File: config.mk
export PLATFORM = sky130hd
export DESIGN_NAME = if_id_buf
export DESIGN_NICKNAME = d
export VERILOG_FILES = /design/src/rtl/if_id_buf.sv
export SDC_FILE = /design/constraint.sdc
export NUM_CORES = 1
export LEC_CHECK = 0
export BUFFER_PORTS_ARGS = -buffer_cell sky130_fd_sc_hd__buf_2
export CORE_MARGIN = 3
export CORE_UTILIZATION = 52
export CTS_CLUSTER_DIAMETER = 30
export DETAILED_ROUTE_END_ITERATION = 8
export PLACE_DENSITY = 0.8
export SYNTH_ARGS = -nofsm -noshare
export SYNTH_HDL_FRONTEND = slang
export SYNTH_SLANG_ARGS = --single-unit
File: constraint.sdc
create_clock -name clk -period 9.05 [get_ports clk]
set_clock_uncertainty 0.2 [all_clocks]
set_input_delay 1.81 -clock clk [delete_from_list [all_inputs] [get_ports clk]]
set_output_delay 1.81 -clock clk [all_outputs]
set_load 0.02 [all_outputs]
File: src/rtl/if_id_buf.sv
// rtl/if_id_buf.sv - instruction fetch front end with a 2-entry IF/ID buffer
//
// Purpose:
//   Issues one instruction ROM read per PC. Each returned word is queued with
//   its PC in a 2-entry FIFO. The FIFO drains into the registered IF/ID
//   outputs under control of the pipeline stall vector.
//   A flush drops every fetched entry, and also drops any read that is still
//   outstanding.
//
// Ports:
//   clk            rising-edge clock
//   rst            synchronous active-high reset
//   i_stall[5:0]   stall vector: [0] PC held, [1] IF/ID stop, [2] ID stop
//   i_flush        discard fetched and in-flight instructions
//   i_if_pc        current PC from the PC register
//   i_if_ce        PC register chip enable (0 = no fetch)
//   o_rom_req      single-cycle ROM read request
//   o_rom_addr     ROM read address (the current PC)
//   i_rom_ack      ROM response valid, at least one cycle after the request
//   i_rom_rdata    ROM read data, valid with i_rom_ack
//   o_stallreq_if  ask the stall controller to hold the PC
//   o_id_pc        registered PC to ID
//   o_id_inst      registered instruction to ID (0 = bubble)
//   o_id_valid     ID outputs carry a real instruction

module if_id_buf (
  input  logic        clk,
  input  logic        rst,
  input  logic [5:0]  i_stall,
  input  logic        i_flush,
  input  logic [31:0] i_if_pc,
  input  logic        i_if_ce,
  output logic        o_rom_req,
  output logic [31:0] o_rom_addr,
  input  logic        i_rom_ack,
  input  logic [31:0] i_rom_rdata,
  output logic        o_stallreq_if,
  output logic [31:0] o_id_pc,
  output logic [31:0] o_id_inst,
  output logic        o_id_valid
);

  typedef enum logic [1:0] {
    S_IDLE    = 2'd0,
    S_BUSY    = 2'd1,
    S_HOLD    = 2'd2,
    S_DISCARD = 2'd3
  } state_t;

  state_t      r_state;
  state_t      w_state_nxt;

  logic [31:0] r_fifo_pc   [2];
  logic [31:0] r_fifo_inst [2];
  logic        r_wr_ptr;
  logic        r_rd_ptr;
  logic [1:0]  r_count;

  logic        w_push;
  logic        w_pop;
  logic        w_fifo_full;
  logic        w_fifo_empty;
  logic        w_stall_cond;

  // Stall bits 5:3 belong to later stages and are not used here.
  logic        w_unused_stall;
  assign w_unused_stall = ^i_stall[5:3];

  assign o_rom_addr   = i_if_pc;
  assign w_fifo_full  = (r_count == 2'd2);
  assign w_fifo_empty = (r_count == 2'd0);

  // A pop happens only from a non-empty FIFO, judged on the registered count.
  // A word pushed into an empty FIFO therefore reaches ID one edge later;
  // there is no same-cycle bypass.
  assign w_pop = !i_flush && !i_stall[1] && !w_fifo_empty;

  always_ff @(posedge clk) begin
    if (rst) begin
      r_state <= S_IDLE;
    end else begin
      r_state <= w_state_nxt;
    end
  end

  always_comb begin
    w_state_nxt  = r_state;
    o_rom_req    = 1'b0;
    w_push       = 1'b0;
    w_stall_cond = 1'b0;
    case (r_state)
      S_IDLE: begin
        w_stall_cond = 1'b1;
        // A request needs a free slot for its eventual ack. Holding this
        // rule here is what guarantees that every push finds room.
        if (i_if_ce && !i_flush && !w_fifo_full && !rst) begin
          o_rom_req   = 1'b1;
          w_state_nxt = S_BUSY;
        end
      end
      S_BUSY: begin
        if (i_rom_ack) begin
          if (i_flush) begin
            w_state_nxt = S_IDLE;
          end else begin
            w_push = 1'b1;
            // When the PC is held by another stage, wait in HOLD. Returning
            // to IDLE here would fetch the same PC a second time.
            w_state_nxt = i_stall[0] ? S_HOLD : S_IDLE;
          end
        end else begin
          w_stall_cond = 1'b1;
          if (i_flush) begin
            w_state_nxt = S_DISCARD;
          end
        end
      end
      S_HOLD: begin
        if (i_flush || !i_stall[0]) begin
          w_state_nxt = S_IDLE;
        end
      end
      S_DISCARD: begin
        w_stall_cond = 1'b1;
        if (i_rom_ack) begin
          w_state_nxt = S_IDLE;
        end
      end
      default: begin
        w_state_nxt = S_IDLE;
      end
    endcase
  end

  // No PC-hold request while the PC register is disabled or in reset.
  assign o_stallreq_if = w_stall_cond && i_if_ce;

  always_ff @(posedge clk) begin
    if (rst) begin
      r_wr_ptr   <= 1'b0;
      r_rd_ptr   <= 1'b0;
      r_count    <= 2'd0;
      o_id_pc    <= 32'd0;
      o_id_inst  <= 32'd0;
      o_id_valid <= 1'b0;
    end else if (i_flush) begin
      r_wr_ptr   <= 1'b0;
      r_rd_ptr   <= 1'b0;
      r_count    <= 2'd0;
      o_id_pc    <= 32'd0;
      o_id_inst  <= 32'd0;
      o_id_valid <= 1'b0;
    end else begin
      if (w_push) begin
        assert (!w_fifo_full);
        r_fifo_pc[r_wr_ptr]   <= i_if_pc;
        r_fifo_inst[r_wr_ptr] <= i_rom_rdata;
        r_wr_ptr              <= ~r_wr_ptr;
      end
      if (w_pop) begin
        r_rd_ptr <= ~r_rd_ptr;
      end
      case ({w_push, w_pop})
        2'b10:   r_count <= r_count + 2'd1;
        2'b01:   r_count <= r_count - 2'd1;
        default: r_count <= r_count;
      endcase

      if (!i_stall[1]) begin
        if (!w_fifo_empty) begin
          o_id_pc    <= r_fifo_pc[r_rd_ptr];
          o_id_inst  <= r_fifo_inst[r_rd_ptr];
          o_id_valid <= 1'b1;
        end else begin
          o_id_pc    <= 32'd0;
          o_id_inst  <= 32'd0;
          o_id_valid <= 1'b0;
        end
      end else if (!i_stall[2]) begin
        // IF/ID is stopped but ID keeps moving. Feed ID a bubble so that the
        // held entry is not executed twice.
        o_id_pc    <= 32'd0;
        o_id_inst  <= 32'd0;
        o_id_valid <= 1'b0;
      end
    end
  end

endmodule

### After elaboration in Yosys (flattened, before gate mapping)

Memory sizes are Yosys's and may differ from the RTL's. A register that Yosys moved wholly into a read port is not among the register bits.
Cells that the tools add are included.

| word-level totals | value |
|---|---|
| flip-flop bits (word level) | 71 |
| latch bits | 0 |
| bits in writable memories | 128 |
| ROM bits | 0 |
| bits of input ports | 75 |
| output and inout bits | 99 |
| logic and storage cells | 75 |
| memories | 2 |

| cells by class | value |
|---|---|
| add/subtract/negate cells | 2 |
| multiply operators | 0 |
| divide/modulo/power cells | 0 |
| $lt $le $gt $ge | 0 |
| equal/unequal tests | 11 |
| shift operators | 0 |
| multiplexer cells | 32 |
| bitwise logic cells | 2 |
| reduce and logical (&&, ||, !) cells | 19 |

Memory list:

| memory | depth | bits a word | read ports | clocked after Yosys merged registers in | wr ports | RTL line | source |
|---|---|---|---|---|---|---|---|
| r_fifo_inst | 2 | 32 | 1 | 1 | 1 | 54 | `logic [31:0] r_fifo_inst [2];` |
| r_fifo_pc | 2 | 32 | 1 | 1 | 1 | 53 | `logic [31:0] r_fifo_pc [2];` |

Operator list:

| kind | number |
|---|---|
| 32-bit 2-to-1 mux | 5 |
| 1-bit 2-to-1 mux | 17 |
| 2-bit 2-to-1 mux | 7 |
| 2-bit == test, second input constant | 4 |
| 2-bit != test, second input constant | 4 |
| 2-bit one-hot mux with 4 select lines | 1 |
| 1-bit logical AND | 6 |
| 1-bit logical NOT | 6 |
| 2-bit by 1-bit == test with 1-bit output, second input constant | 2 |
| 2-bit logical NOT | 2 |
| 2-bit one-hot mux with 2 select lines | 1 |
| 4-bit AND reduction | 1 |
| 2-bit OR reduction | 2 |
| 3-bit != test, second input constant | 1 |
| 2-bit by 1-bit adder with 2-bit output, second input constant | 1 |
| 1-bit inverter | 2 |
| 1-bit one-hot mux with 2 select lines | 1 |
| 2-bit nonzero test | 1 |
| 2-bit by 1-bit subtractor with 2-bit output, second input constant | 1 |
| 1-bit logical OR | 1 |

### Longest topological paths before layout

| depth | value |
|---|---|
| depth after elaboration | 7 |
| depth in mapped cells | 8 |

### Least setup slack after synthesis

No wires, ideal clock.

| timing path | value |
|---|---|
| path kind | input-to-reg |
| start | input i_rom_ack |
| end | memory r_fifo_inst[0][0] (enable) |
| setup time | 0.565 ns |
| arrival time | 6.505 ns |
| data required time | 8.285 ns |
| slack | 1.781 ns |
| stages | 3 |
| path buffers | 0 |
| cell sequence | nand2_1 > or2_2 > nor3_1 |

| between the ends | value |
|---|---|
| longest elaborated chain between the ends | 6 |

Ends and longest elaborated chain:

| element | RTL line | source |
|---|---|---|
| start: declaration | 35 | `input logic i_rom_ack,` |
| 1-bit 2-to-1 mux | 102 | `if (i_rom_ack) begin` |
| 1-bit 2-to-1 mux | 91 | `case (r_state)` |
| 1-bit 2-to-1 mux | 154 | `if (w_push) begin` |
| 1-bit 2-to-1 mux | 146 | `end else if (i_flush) begin` |
| 1-bit 2-to-1 mux | 139 | `if (rst) begin` |
| 1-bit 2-to-1 mux (not written as such) | 157 | `r_fifo_inst[r_wr_ptr] <= i_rom_rdata;` |
| end: declaration | 54 |  |

No other way between the ends.

### Final worst setup path

| timing path | value |
|---|---|
| start | input i_flush |
| end | output o_rom_req |

| between the ends | value |
|---|---|
| longest elaborated chain between the ends | 6 |

Ends and longest elaborated chain:

| element | RTL line | source |
|---|---|---|
| start: declaration | 30 | `input logic i_flush,` |
| 1-bit logical NOT | 96 | `if (i_if_ce && !i_flush && !w_fifo_full && !rst) begin` |
| 1-bit logical AND (3 in series) | 96 |  |
| 1-bit 2-to-1 mux | 96 |  |
| 1-bit 2-to-1 mux | 91 |  |
| end: declaration | 33 | `output logic o_rom_req,` |

No other way between the ends.

==> impl_metrics.env <==
export IMPL_synth_edf_count=128
export IMPL_crit_arrival_ns=3.20
export IMPL_sw_frac_of_total=0.214
export IMPL_p_per_area_nw_per_um2=210
export IMPL_combPwrFrac=0.053
export IMPL_pin_count=174
export IMPL_gr_total_overflow=0
export IMPL_syn_inst=503
export IMPL_power_frac_seq=0.531
export IMPL_worstReg2RegEnd="r_fifo_inst[1][18]"
export IMPL_fin_cells=830
export IMPL_synthToLayoutAreaGrowth_pct=18.7
export IMPL_die_w_um=126
export IMPL_nNetsFinal=719
export IMPL_h_tree_depth=4
export IMPL_ff2ff_path_depth=5
export IMPL_timing_critical_path_to_type="primary output"
export IMPL_critPathCapture="o_rom_req"
export IMPL_cp_required_ns=7.04
export IMPL_drv_cap=0
export IMPL_io_buffers=170
export IMPL_postRouteWirelength_mm=14.9
export IMPL_startpoint="i_flush"
export IMPL_clock_path_buffers=2
export IMPL_grtUsageTotal=0.190
export IMPL_ant_nets=0
export IMPL_tightestPinTransition_ns=0.974
export IMPL_hold_viol=0
export IMPL_crit_top_cell="buf_2"
export IMPL_p_leak_nw=3.32
export IMPL_min_period_over_period=0.576
export IMPL_drtIter0Drc=255
export IMPL_syn_nets=585
export IMPL_drive_above_1_share=0.428
export IMPL_setup_tns_ns=0
export IMPL_p_total_mw=1.86
export IMPL_worst_path_max_delay_cell="buf_4"
export IMPL_wire_per_inst_um=18.0
export IMPL_slowest_delay_ns=0.39
export IMPL_start_util=0.534
export IMPL_clockPowerShare=0.416
export IMPL_postSynthAreaPerCell_um2=14.8
export IMPL_numCtsBuffers=17
export IMPL_peakVddDrop_mv=0.136
export IMPL_clock_latency_ns=0.42
export IMPL_power_switching_uw=398
export IMPL_max_slew_margin=0.349
export IMPL_grt_max_degree=74
export IMPL_yosys_cell_types_count=33
export IMPL_top_layer="met5"
export IMPL_seq_area_frac_synth=0.710
export IMPL_place_gp_congestion=0.718
export IMPL_antenna_found_initial=1
export IMPL_status="complete, no violations"
export IMPL_holdBufCountCts=0
export IMPL_path_cells="buf_2, or2_2, buf_4, nor4b_1, buf_2"
export IMPL_syn_cell_area_um2=7450
export IMPL_ys_ff_latch=200
export IMPL_slew_viol_final=0
export IMPL_firstDrtPassIters=5
export IMPL_setup_viol=0
export IMPL_cpLargestDelayFamily="buffers and inverters"
export IMPL_drc=0
export IMPL_wl_met3_um=841
export IMPL_wl_met2_mm=7.88
export IMPL_worstSetupPathType="input port to primary output"
export IMPL_clock_sinks=200
export IMPL_fp_dieArea_um2=15800
export IMPL_cts_setup_buffers=0
export IMPL_path_clk_slew_ns=0.07
export IMPL_hp_class="register to register"
export IMPL_cp_depth=5
export IMPL_async_reset_ff_frac=0
export IMPL_num_rows=43
export IMPL_grt_pass1_vias=4685
export IMPL_dpl_cell_count=798
export IMPL_wl_met1_mm=5.93
export IMPL_reg2reg_slack_ns=6.25
export IMPL_die_y_um=126
export IMPL_cp_buffers_inverters=3
export IMPL_cts_root_buf="clkbuf_16"
export IMPL_diodes=0
export IMPL_dp_hpwl_mm=9.07
export IMPL_start_kind="input port"
export IMPL_yosys_warnings=0
export IMPL_num_vias=4484
export IMPL_timing_fmax_mhz=192
export IMPL_drt_vias_per_instance=5.40
export IMPL_path_max_fanout=73
export IMPL_cts_resized=0
export IMPL_core_area_um2=13900
export IMPL_cts_tree="yes"
export IMPL_r2r_start="r_state[1]"
export IMPL_grt_pass1_wl_mm=23.5
export IMPL_synth_ff_type="edfxtp_1"
export IMPL_min_period_ns=5.21
export IMPL_p_int_mw=1.46
export IMPL_fillerInstances=1033
export IMPL_grt_setup_unrepaired="false"
sequential cells by signal, summed over array words and instances, names as in the netlist, named ones only:
register	count
r_fifo_inst	64
r_fifo_pc	64
o_id_inst	32
o_id_pc	32
r_count	2
r_state	2
o_id_valid	1
r_rd_ptr	1
r_wr_ptr	1
cell usage in the layout, fill, tap and decap left out, types with 2 or more instances in the layout:
master	instances
a21oi_1	2
a22oi_1	64
a311oi_1	2
buf_2	170
buf_4	6
bufinv_16	3
clkbuf_16	17
clkinv_4	5
dfxtp_1	71
edfxtp_1	128
ha_1	7
inv_1	6
inv_6	2
inv_8	3
mux2_2	64
nand2_1	2
nand2b_1	2
nor2_1	70
nor2_4	2
o21ai_0	2
or2_2	2
xnor2_1	2
xor2_1	2
final cells by class:
cell class              count  area (um^2)  area share
flip-flops and latches    200         5290       0.598
multi-input cells         236         1790       0.202
repair buffers            176          896       0.101
clock buffers              18          429      0.0486
well taps                 180          225      0.0255
clock inverters            14          189      0.0214
inverters                   6         22.5     0.00255
how the worst min path moves through the flow:
stage / cells past startpoint / end / from
3_5_place_dp: 2 / o_id_valid / o_id_valid
6_report: 2 / o_id_valid / o_id_valid
4_1_cts: 2 / o_id_valid / o_id_valid
5_1_grt: 2 / o_id_valid / o_id_valid
3_3_place_gp: 2 / o_id_valid / o_id_valid
2_1_floorplan: 2 / r_count[1] / r_count[1]
through the flow:
step	area [um^2]	setup slack (ns)	hold slack [ns]	util
2_1_floorplan	7450	1.78	0.265	-
3_3_place_gp	8220	3.85	0.267	0.590
3_5_place_dp	8220	3.83	0.270	0.590
4_1_cts	8840	3.82	0.286	0.634
5_1_grt	8840	3.68	0.323	0.634
6_report	8840	3.84	0.287	0.634
power by group through the flow:
stage	Sequential, mW	Combinational (mW)	Clock, mW
after global routing	0.987	0.108	0.833
after floorplan	1.01	0.0662	0
after global placement	1.01	0.0937	0
final	0.987	0.0995	0.774
after detailed placement	1.01	0.0995	0
after CTS	0.987	0.0999	0.794
cells in the mapped netlist (2+ instances only):
master	count	area [um^2]
nor2_1	72	270
buf_2	13	65.1
xor2_1	2	17.5
o21ai_0	2	10.0
xnor2_1	2	17.5
a311oi_1	2	17.5
clkbuf_1	12	45.0
inv_1	6	22.5
ha_1	7	87.6
nand2_1	2	7.51
dfxtp_1	72	1440
a21oi_1	2	10.0
a22oi_1	64	480
nand2b_1	2	12.5
nor3_1	2	10.0
buf_4	32	240
edfxtp_1	128	3840
buf_1	3	11.3
mux2_2	64	721
worst reg2reg max path: stages, from the launching register on:
cell and delay [ns]:
dfxtp_1 0.35, inv_1 0.14, ha_1 0.23, nand3_1 0.16, nor2_4 0.77, buf_4 0.58
cells by family after synthesis:
kind of cell | count (synthesis) | share of synthesized area
flops | 200 | 0.710
fa+ha+maj | 7 | 0.0118
simple gates | 86 | 0.0472
mux | 64 | 0.0968
xor+xnor | 4 | 0.00471
buf+inv | 67 | 0.0531
compound gates | 75 | 0.0766
per-layer routing:
layer / vias up / global-route usage
li1: 2101 / -
met1: 2204 / 0.224
met2: 155 / 0.332
met3: 22 / 0.0454
met4: 2 / 0.0829
met5: - / 0
(Power assumes the default switching activity.)
